[src/rtl/bsg_fifo_pkg.sv]
// Shared constants and checks for the one-hot-pointer FIFO family.
// Holds the minimum depth and a pointer one-hotness assertion macro.
package bsg_fifo_pkg;
  localparam int unsigned bsg_fifo_min_els_lp = 2;
endpackage

`ifndef BSG_FIFO_ASSERT_ONE_HOT
`define BSG_FIFO_ASSERT_ONE_HOT(clk, en, sig) \
  assert property (@(posedge clk) disable iff (!(en)) $onehot(sig));
`endif

[src/rtl/bsg_counter_clear_up_one_hot.sv]
// Rotating one-hot up-counter with synchronous reset and clear.
// Ports: clk_i, reset_i, clear_i, up_i; count_r_o is the one-hot state.
module bsg_counter_clear_up_one_hot #(
  parameter int width_p = 4
) (
  input  logic               clk_i,
  input  logic               reset_i,
  input  logic               clear_i,
  input  logic               up_i,
  output logic [width_p-1:0] count_r_o
);

  logic [width_p-1:0] rot;

  assign rot = {count_r_o[width_p-2:0], count_r_o[width_p-1]};

  always_ff @(posedge clk_i) begin
    if (reset_i | clear_i)
      count_r_o <= width_p'(1);
    else if (up_i)
      count_r_o <= rot;
  end

endmodule

[src/rtl/bsg_fifo_1r1w_one_hot_ptr.sv]
// 1R1W FIFO with one-hot read/write pointers (valid/ready in, valid/yumi out).
// Ports: clk_i, reset_n_i, clear_i, v_i/data_i/ready_o, v_o/data_o/yumi_i.
module bsg_fifo_1r1w_one_hot_ptr
  import bsg_fifo_pkg::*;
#(
  parameter int width_p = 8,
  parameter int els_p   = 17
) (
  input  logic               clk_i,
  input  logic               reset_n_i,
  input  logic               clear_i,
  input  logic               v_i,
  input  logic [width_p-1:0] data_i,
  output logic               ready_o,
  output logic               v_o,
  output logic [width_p-1:0] data_o,
  input  logic               yumi_i
);

  if (els_p < int'(bsg_fifo_min_els_lp)) begin : g_bad_els
    $error("els_p below minimum depth");
  end

  logic [els_p-1:0]   wptr_r;
  logic [els_p-1:0]   rptr_r;
  logic               last_enq_r;
  logic               enq;
  logic               deq;
  logic               same;
  logic               flush;
  logic [width_p-1:0] mem [els_p];

  assign same    = (wptr_r == rptr_r);
  assign ready_o = ~(same & last_enq_r);
  assign v_o     = ~(same & ~last_enq_r);
  assign enq     = v_i & ready_o;
  assign deq     = yumi_i;
  assign flush   = ~reset_n_i | clear_i;

  bsg_counter_clear_up_one_hot #(
    .width_p (els_p)
  ) u_wptr (
    .clk_i     (clk_i),
    .reset_i   (~reset_n_i),
    .clear_i   (clear_i),
    .up_i      (enq),
    .count_r_o (wptr_r)
  );

  bsg_counter_clear_up_one_hot #(
    .width_p (els_p)
  ) u_rptr (
    .clk_i     (clk_i),
    .reset_i   (~reset_n_i),
    .clear_i   (clear_i),
    .up_i      (deq),
    .count_r_o (rptr_r)
  );

  // A write in a flush cycle is dropped, so the slot stays untouched.
  always_ff @(posedge clk_i) begin
    if (enq & ~flush) begin
      for (int k = 0; k < els_p; k++)
        if (wptr_r[k])
          mem[k] <= data_i;
    end
  end

  // Equal pointers mean full if the last net change was an enqueue.
  always_ff @(posedge clk_i) begin
    if (!reset_n_i)
      last_enq_r <= 1'b0;
    else if (clear_i)
      last_enq_r <= 1'b0;
    else if (enq != deq)
      last_enq_r <= enq;
  end

  always_comb begin
    data_o = '0;
    for (int k = 0; k < els_p; k++)
      data_o = data_o | (mem[k] & {width_p{rptr_r[k]}});
  end

  `BSG_FIFO_ASSERT_ONE_HOT(clk_i, reset_n_i, wptr_r)
  `BSG_FIFO_ASSERT_ONE_HOT(clk_i, reset_n_i, rptr_r)

endmodule

[config.mk]
export PLATFORM = sky130hd
export DESIGN_NAME = bsg_fifo_1r1w_one_hot_ptr
export DESIGN_NICKNAME = d
export VERILOG_FILES = /design/src/rtl/bsg_fifo_pkg.sv /design/src/rtl/bsg_counter_clear_up_one_hot.sv /design/src/rtl/bsg_fifo_1r1w_one_hot_ptr.sv
export SDC_FILE = /design/constraint.sdc
export NUM_CORES = 1
export LEC_CHECK = 0
export CORE_MARGIN = 3
export CORE_UTILIZATION = 40
export DETAILED_ROUTE_END_ITERATION = 10
export PLACE_DENSITY = 0.59
export SLEW_MARGIN = 30
export SYNTH_ARGS = -nofsm -noshare
export SYNTH_HDL_FRONTEND = slang
export SYNTH_SLANG_ARGS = --single-unit
[constraint.sdc]
create_clock -name clk_i -period 1.95 [get_ports clk_i]
set_input_delay 0.195 -clock clk_i [delete_from_list [all_inputs] [get_ports clk_i]]
set_output_delay 0.195 -clock clk_i [all_outputs]
set_load 0.05 [all_outputs]
**After elaboration in Yosys (flattened, before gate mapping)**

Memory sizes are Yosys's and may differ from the RTL's.
Index checks and enable logic that the tools add are counted.

- Bits in writable memories: 136
- Memories: 1
- Output and inout bits: 10
- Logic and storage cells: 101
- Register bits: 35

- Equality and inequality tests: 2
- Reductions and logical operators: 1
- Bitwise logic cells: 43
- Mux-type cells: 51

Memories:

| name | words | width | rd ports | clocked after memory_dff | wr ports | line | RTL |
|---|---|---|---|---|---|---|---|
| mem | 17 | 8 | 17 | 0 | 17 | bsg_fifo_1r1w_one_hot_ptr.sv:31 | `logic [width_p-1:0] mem [els_p];` |

Operators by type and width:

| cell | count |
|---|---|
| AND 8 bit | 17 |
| OR 8 bit | 16 |
| two-way mux 1 bit | 51 |
| equality test 17 bit | 1 |
| inverter 1 bit | 5 |
| AND 1 bit | 4 |
| OR reduction 2 bit | 1 |
| != test 1 bit | 1 |
| OR 1 bit | 1 |

**Logic depth before layout (Yosys ltp)**

Gate-level depths: netlist of run 1.

- Depth after elaboration: 17
- Mapped depth: 6
- Depth with buffers taken out: 5

**Cells and area by module**

Synthesis of run 1 repeated with hierarchy kept, for this count alone.

- Cells, all modules: 407
- Area total of the unflattened synthesis: 6505.0 sq um

By module, submodules not included:

| module | cells each | sequential area each (sq um) | area an instance (sq um) | times used |
|---|---|---|---|---|
| bsg_fifo_1r1w_one_hot_ptr | 295 | 4103.9 | 5258.8 | 1 |
| bsg_counter_clear_up_one_hot | 56 | 340.3 | 623.1 | 2 |

**Worst setup path after synthesis of run 1**

OpenSTA, ideal clock, no wires.

- Kind: register -> register
- From: reg u_wptr.count_r_o[14]
- To: mem mem[12][4], in the netlist mem[0][100] (enable)
- Arrival: 1.560 ns
- Path slack: 0.117 ns
- Data required time: 1.677 ns
- Library setup time: 0.273 ns
- Stages on the path, launching flop included: 7
- Period minus slack after synthesis: 1.833 ns
- Cell sequence: dfxtp_1 > xor2_1 > nor4_2 > nand4_2 > o21ai_4 > buf_4 > nor2_1

RTL lines:

| what | line | RTL |
|---|---|---|
| start, declared | bsg_counter_clear_up_one_hot.sv:10 | `output logic [width_p-1:0] count_r_o` |
| start signal, assigned | bsg_counter_clear_up_one_hot.sv:19 | `count_r_o <= width_p'(1);` |
| start signal, assigned | bsg_counter_clear_up_one_hot.sv:21 | `count_r_o <= rot;` |
| end, declared | bsg_fifo_1r1w_one_hot_ptr.sv:31 |  |

**Worst setup path in the final report of run 1**

- From: reg u_wptr.count_r_o[2]
- To: out v_o

- Longest elaborated chain between the ends: 3

Ends and longest elaborated chain:

| what | line | RTL |
|---|---|---|
| equality test 17 bit | bsg_fifo_1r1w_one_hot_ptr.sv:33 | `assign same = (wptr_r == rptr_r);` |
| AND 1 bit | bsg_fifo_1r1w_one_hot_ptr.sv:35 | `assign v_o = ~(same & ~last_enq_r);` |
| inverter 1 bit | bsg_fifo_1r1w_one_hot_ptr.sv:35 |  |
| end, declared | bsg_fifo_1r1w_one_hot_ptr.sv:15 | `output logic v_o,` |

No other way between the ends.

==> Flow_metrics.wiki, run 1 <==
{| class="wikitable"
! Metric !! Value
|-
| Leading area contributor after synthesis || sky130_fd_sc_hd__edfxtp_1
|-
| X dimension of the die || 132 um
|-
| Biggest fanout along the worst timing path || 3
|-
| Standby leakage power || 3.03 nW
|-
| Req. time, crit path || 1.75 ns
|-
| Origin of the worst min-delay path || last_enq_r
|-
| Post-Synthesis Mean Instance Area || 15.6 um^2
|-
| Standard-cell row count || 45
|-
| Number of storage elements in the synthesis netlist || 171
|-
| Min Clock Period, post-route || 2.20 ns
|-
| Data arrival time at the worst-slack endpoint || 2.01 ns
|-
| Most frequent cells after synthesis || 136 x sky130_fd_sc_hd__edfxtp_1, 44 x sky130_fd_sc_hd__a22oi_1, 39 x sky130_fd_sc_hd__nor2_1
|-
| Period utilisation layout || 113%
|-
| Count of endpoints failing hold in the final timing report || 0
|-
| Detail-routed net length per standard cell || 22.9 um
|-
| Post-Place Worst Slack || -0.466 ns
|-
| Clock transition at the registers of the reported paths || 0.06 ns
|-
| Fraction of layout cells with a size suffix above 1 || 36.1%
|-
| Final weighted congestion of routability-driven global placement || 0.824
|-
| Wire length of the first global-routing pass || 25000 um
|-
| Seq/Total Area, Yosys || 75.3%
|-
| Post-route DRC violation count || 0
|-
| Ratio of routed vias to standard cells || 5.47
|-
| # Max-Cap Violations || 0
|-
| CTS H-tree depth || 4
|-
| FFs w/ async S/R, synth || 0%
|-
| Measured slew at the worst slew-check pin || 0.671 ns
|-
| Antenna violations before repair || 0
|-
| Initial core utilization || 41.4%
|-
| Number of buffers on the longest clock path || 2
|-
| Overall overflow remaining after global route || 0
|-
| Outcome || complete, but fails checks
|-
| Crit path setup slack, layout || -0.253 ns
|-
| Vias in the first global route || 4115
|-
| Setup TNS || -4.58 ns
|-
| Proportion of netlist area held by the largest area contributor || 64.2%
|-
| Total of buffers placed on input and output ports || 22
|-
| Placed wire-length estimate after detailed placement || 9970 um
|-
| Most frequently used cell type in the post-synthesis netlist || sky130_fd_sc_hd__edfxtp_1
|-
| Crit path capture type || output pin
|-
| CTS tree || yes
|-
| Violations in the final reports || setup timing
|-
| EDFF count, synth || 136
|-
| Total track usage || 19.7%
|-
| Number of nets in the finished design || 514
|-
| Critical Path Start || u_wptr.count_r_o[2]
|-
| Die footprint || 17400 um^2
|-
| Post-synth cell types || 32
|-
| Post-cts hold buffer count || 0
|-
| Worst hold path class || flip-flop to flip-flop
|-
| Antenna viol nets, final || 0
|-
| Number of cells produced by synthesis || 408
|-
| Net Count, Synth || 421
|-
| Critical path class || flip-flop to output pin
|-
| Number of I/O pins || 23
|-
| Maximum number of pins on one net before global-route repair || 20
|-
| Number of search-and-repair iterations in the first detailed-routing pass || 7
|-
| Cell Pwr Density || 917 nW/um^2
|-
| Final count of pins violating max slew || 0
|-
| TritonCTS Sinks || 171
|-
| Dominant cells by area after synthesis || sky130_fd_sc_hd__edfxtp_1 64%, sky130_fd_sc_hd__dfxtp_1 11%, sky130_fd_sc_hd__mux2i_1 5.4%, sky130_fd_sc_hd__a22oi_1 5.2%, sky130_fd_sc_hd__nor2_1 2.3%
|-
| Die outline height || 132 um
|-
| Starting DRT DRC Count || 468
|-
| Total via count after detailed routing || 3958
|-
| Yosys warning count || 0
|-
| Worst-case headroom to the max-slew limit || 55.1%
|-
| Routed wire length || 16600 um
|-
| Maximum resistive drop on vdd || 0.698 mV
|-
| Num CTS Buffers || 17
|-
| Highest achievable clock rate || 454 MHz
|-
| Category of the worst setup path launch point || flip-flop
|-
| Count of final setup violators || 81
|-
| Post-Route Skew || 0.00715 ns
|-
| Synth Flop Type || sky130_fd_sc_hd__edfxtp_1
|-
| Clk_lat worst skew || 0.43 ns
|-
| Area of the placeable core || 15400 um^2
|-
| Area added between synthesis and finish || 33.5%
|-
| Cell Area, Synth || 6360 um^2
|-
| Overall Power || 0.00779 W
|-
| Critical register-to-register path startpoint || u_wptr.count_r_o[10]
|-
| Clock Root Buffer || sky130_fd_sc_hd__clkbuf_16
|-
| Setup repair after global routing missed its margin || true
|-
| Diode count || 0
|-
| Number of filler instances in the final layout || 1186
|}
[what timing repair did]
item,CTS,global route
resized for setup,96,18
endpoints found under the setup margin,157,163
cloned,2,0
pin swaps,30,19
setup buffers,24,3
[placed cells by master (no fill, tap or decap), types with 2 or more instances in the layout]
master,Yosys,final
sky130_fd_sc_hd__buf_16,0,2
sky130_fd_sc_hd__buf_4,1,50
sky130_fd_sc_hd__clkdlybuf4s50_1,0,12
sky130_fd_sc_hd__nand3_2,0,3
sky130_fd_sc_hd__a22oi_1,44,26
sky130_fd_sc_hd__nand2_1,27,26
sky130_fd_sc_hd__dfxtp_2,0,10
sky130_fd_sc_hd__nor2_4,0,17
sky130_fd_sc_hd__nor2_1,39,21
sky130_fd_sc_hd__a22o_1,4,4
sky130_fd_sc_hd__clkbuf_16,0,17
sky130_fd_sc_hd__inv_6,0,3
sky130_fd_sc_hd__and3_1,4,2
sky130_fd_sc_hd__clkinv_1,0,3
sky130_fd_sc_hd__a22oi_2,0,18
sky130_fd_sc_hd__clkinvlp_4,0,2
sky130_fd_sc_hd__xnor2_1,2,2
sky130_fd_sc_hd__and3_4,0,2
sky130_fd_sc_hd__buf_8,1,4
sky130_fd_sc_hd__bufinv_16,0,3
sky130_fd_sc_hd__a221oi_2,0,8
sky130_fd_sc_hd__mux2i_1,34,34
sky130_fd_sc_hd__a222oi_1,8,8
sky130_fd_sc_hd__buf_12,0,9
sky130_fd_sc_hd__nor4_2,1,3
sky130_fd_sc_hd__edfxtp_1,136,136
sky130_fd_sc_hd__buf_6,1,23
sky130_fd_sc_hd__xor2_1,15,15
sky130_fd_sc_hd__nand4_1,4,4
sky130_fd_sc_hd__dfxtp_1,35,25
sky130_fd_sc_hd__nand3_1,9,5
[worst max-delay path, cell delays in order (launching register included)]
cell and delay [ns]:
sky130_fd_sc_hd__dfxtp_2 0.32, sky130_fd_sc_hd__xor2_1 0.16, sky130_fd_sc_hd__nor4_2 0.31, sky130_fd_sc_hd__nand4_2 0.16, sky130_fd_sc_hd__buf_6 0.15, sky130_fd_sc_hd__or3_4 0.33, sky130_fd_sc_hd__buf_8 0.16
[flip-flops by register name, summed over array words and instances (netlist names)]
name	cells
last_enq_r	1
mem	136
u_rptr.count_r_o	17
u_wptr.count_r_o	17
[per-stage QoR]
| stage | cells | cell area (um^2) | hold WS [ns] | util [%] |
|---|---|---|---|---|
| floorplan | 408 | 6360 | 0.294 | - |
| global placement | 665 | 7170 | 0.512 | 46.7 |
| detailed placement | 665 | 7180 | 0.551 | 46.7 |
| CTS | 721 | 8400 | 0.566 | 54.6 |
| global route | 724 | 8490 | 0.582 | 55.2 |
| finish | 724 | 8490 | 0.562 | 55.2 |
[power by group]
part / switching (W) / total, W / internal (W)
Sequential: 0.00000668 / 0.00395 / 0.00394
Clock: 0.00140 / 0.00341 / 0.00201
Combinational: 0.000227 / 0.000423 / 0.000196
Total: 0.00164 / 0.00779 / 0.00615
[path summary, 6_finish.rpt]
check / endpoint / cells after the start / slack, ns
max: v_o / 6 / -0.25
max reg2reg: mem[0][131] / 9 / -0.09
min: last_enq_r / 2 / 0.56
min reg2reg: last_enq_r / 2 / 0.56
[cells by family after synthesis]
| family | count (synthesis) | share of synthesized area, % |
|---|---|---|
| simple gates | 92 | 6.46 |
| compound gates | 68 | 8.68 |
| flops | 171 | 75.3 |
| mux | 34 | 5.35 |
| xor+xnor | 17 | 2.34 |
| buf+inv | 26 | 1.91 |
[area by class of cell]
cell class,count,area (um^2),area share [%]
flip-flops and latches,171,4800,56.5
clock inverters,14,168,1.98
repair buffers,100,1050,12.4
well taps,211,264,3.11
clock buffers,17,425,5.01
multi-input cells,211,1780,21.0
[per-layer routing]
| metal | up-vias | part of all wire [%] | track usage [%] |
|---|---|---|---|
| met5 | - | 0 | 0 |
| met1 | 1988 | 42 | 26.2 |
| li1 | 1771 | - | - |
| met2 | 165 | 48 | 30.2 |
| met4 | 0 | 3.2 | 8.75 |
| met3 | 34 | 6.7 | 5.92 |
No activity file was read; power rests on OpenSTA's default activity.
==> run 2, diff against run 1 <==
Settings changed: GPL_ROUTABILITY_DRIVEN set to 1.
==> results of run 2 <==
Final layout, timing and power as in run 1 (identical DEF).
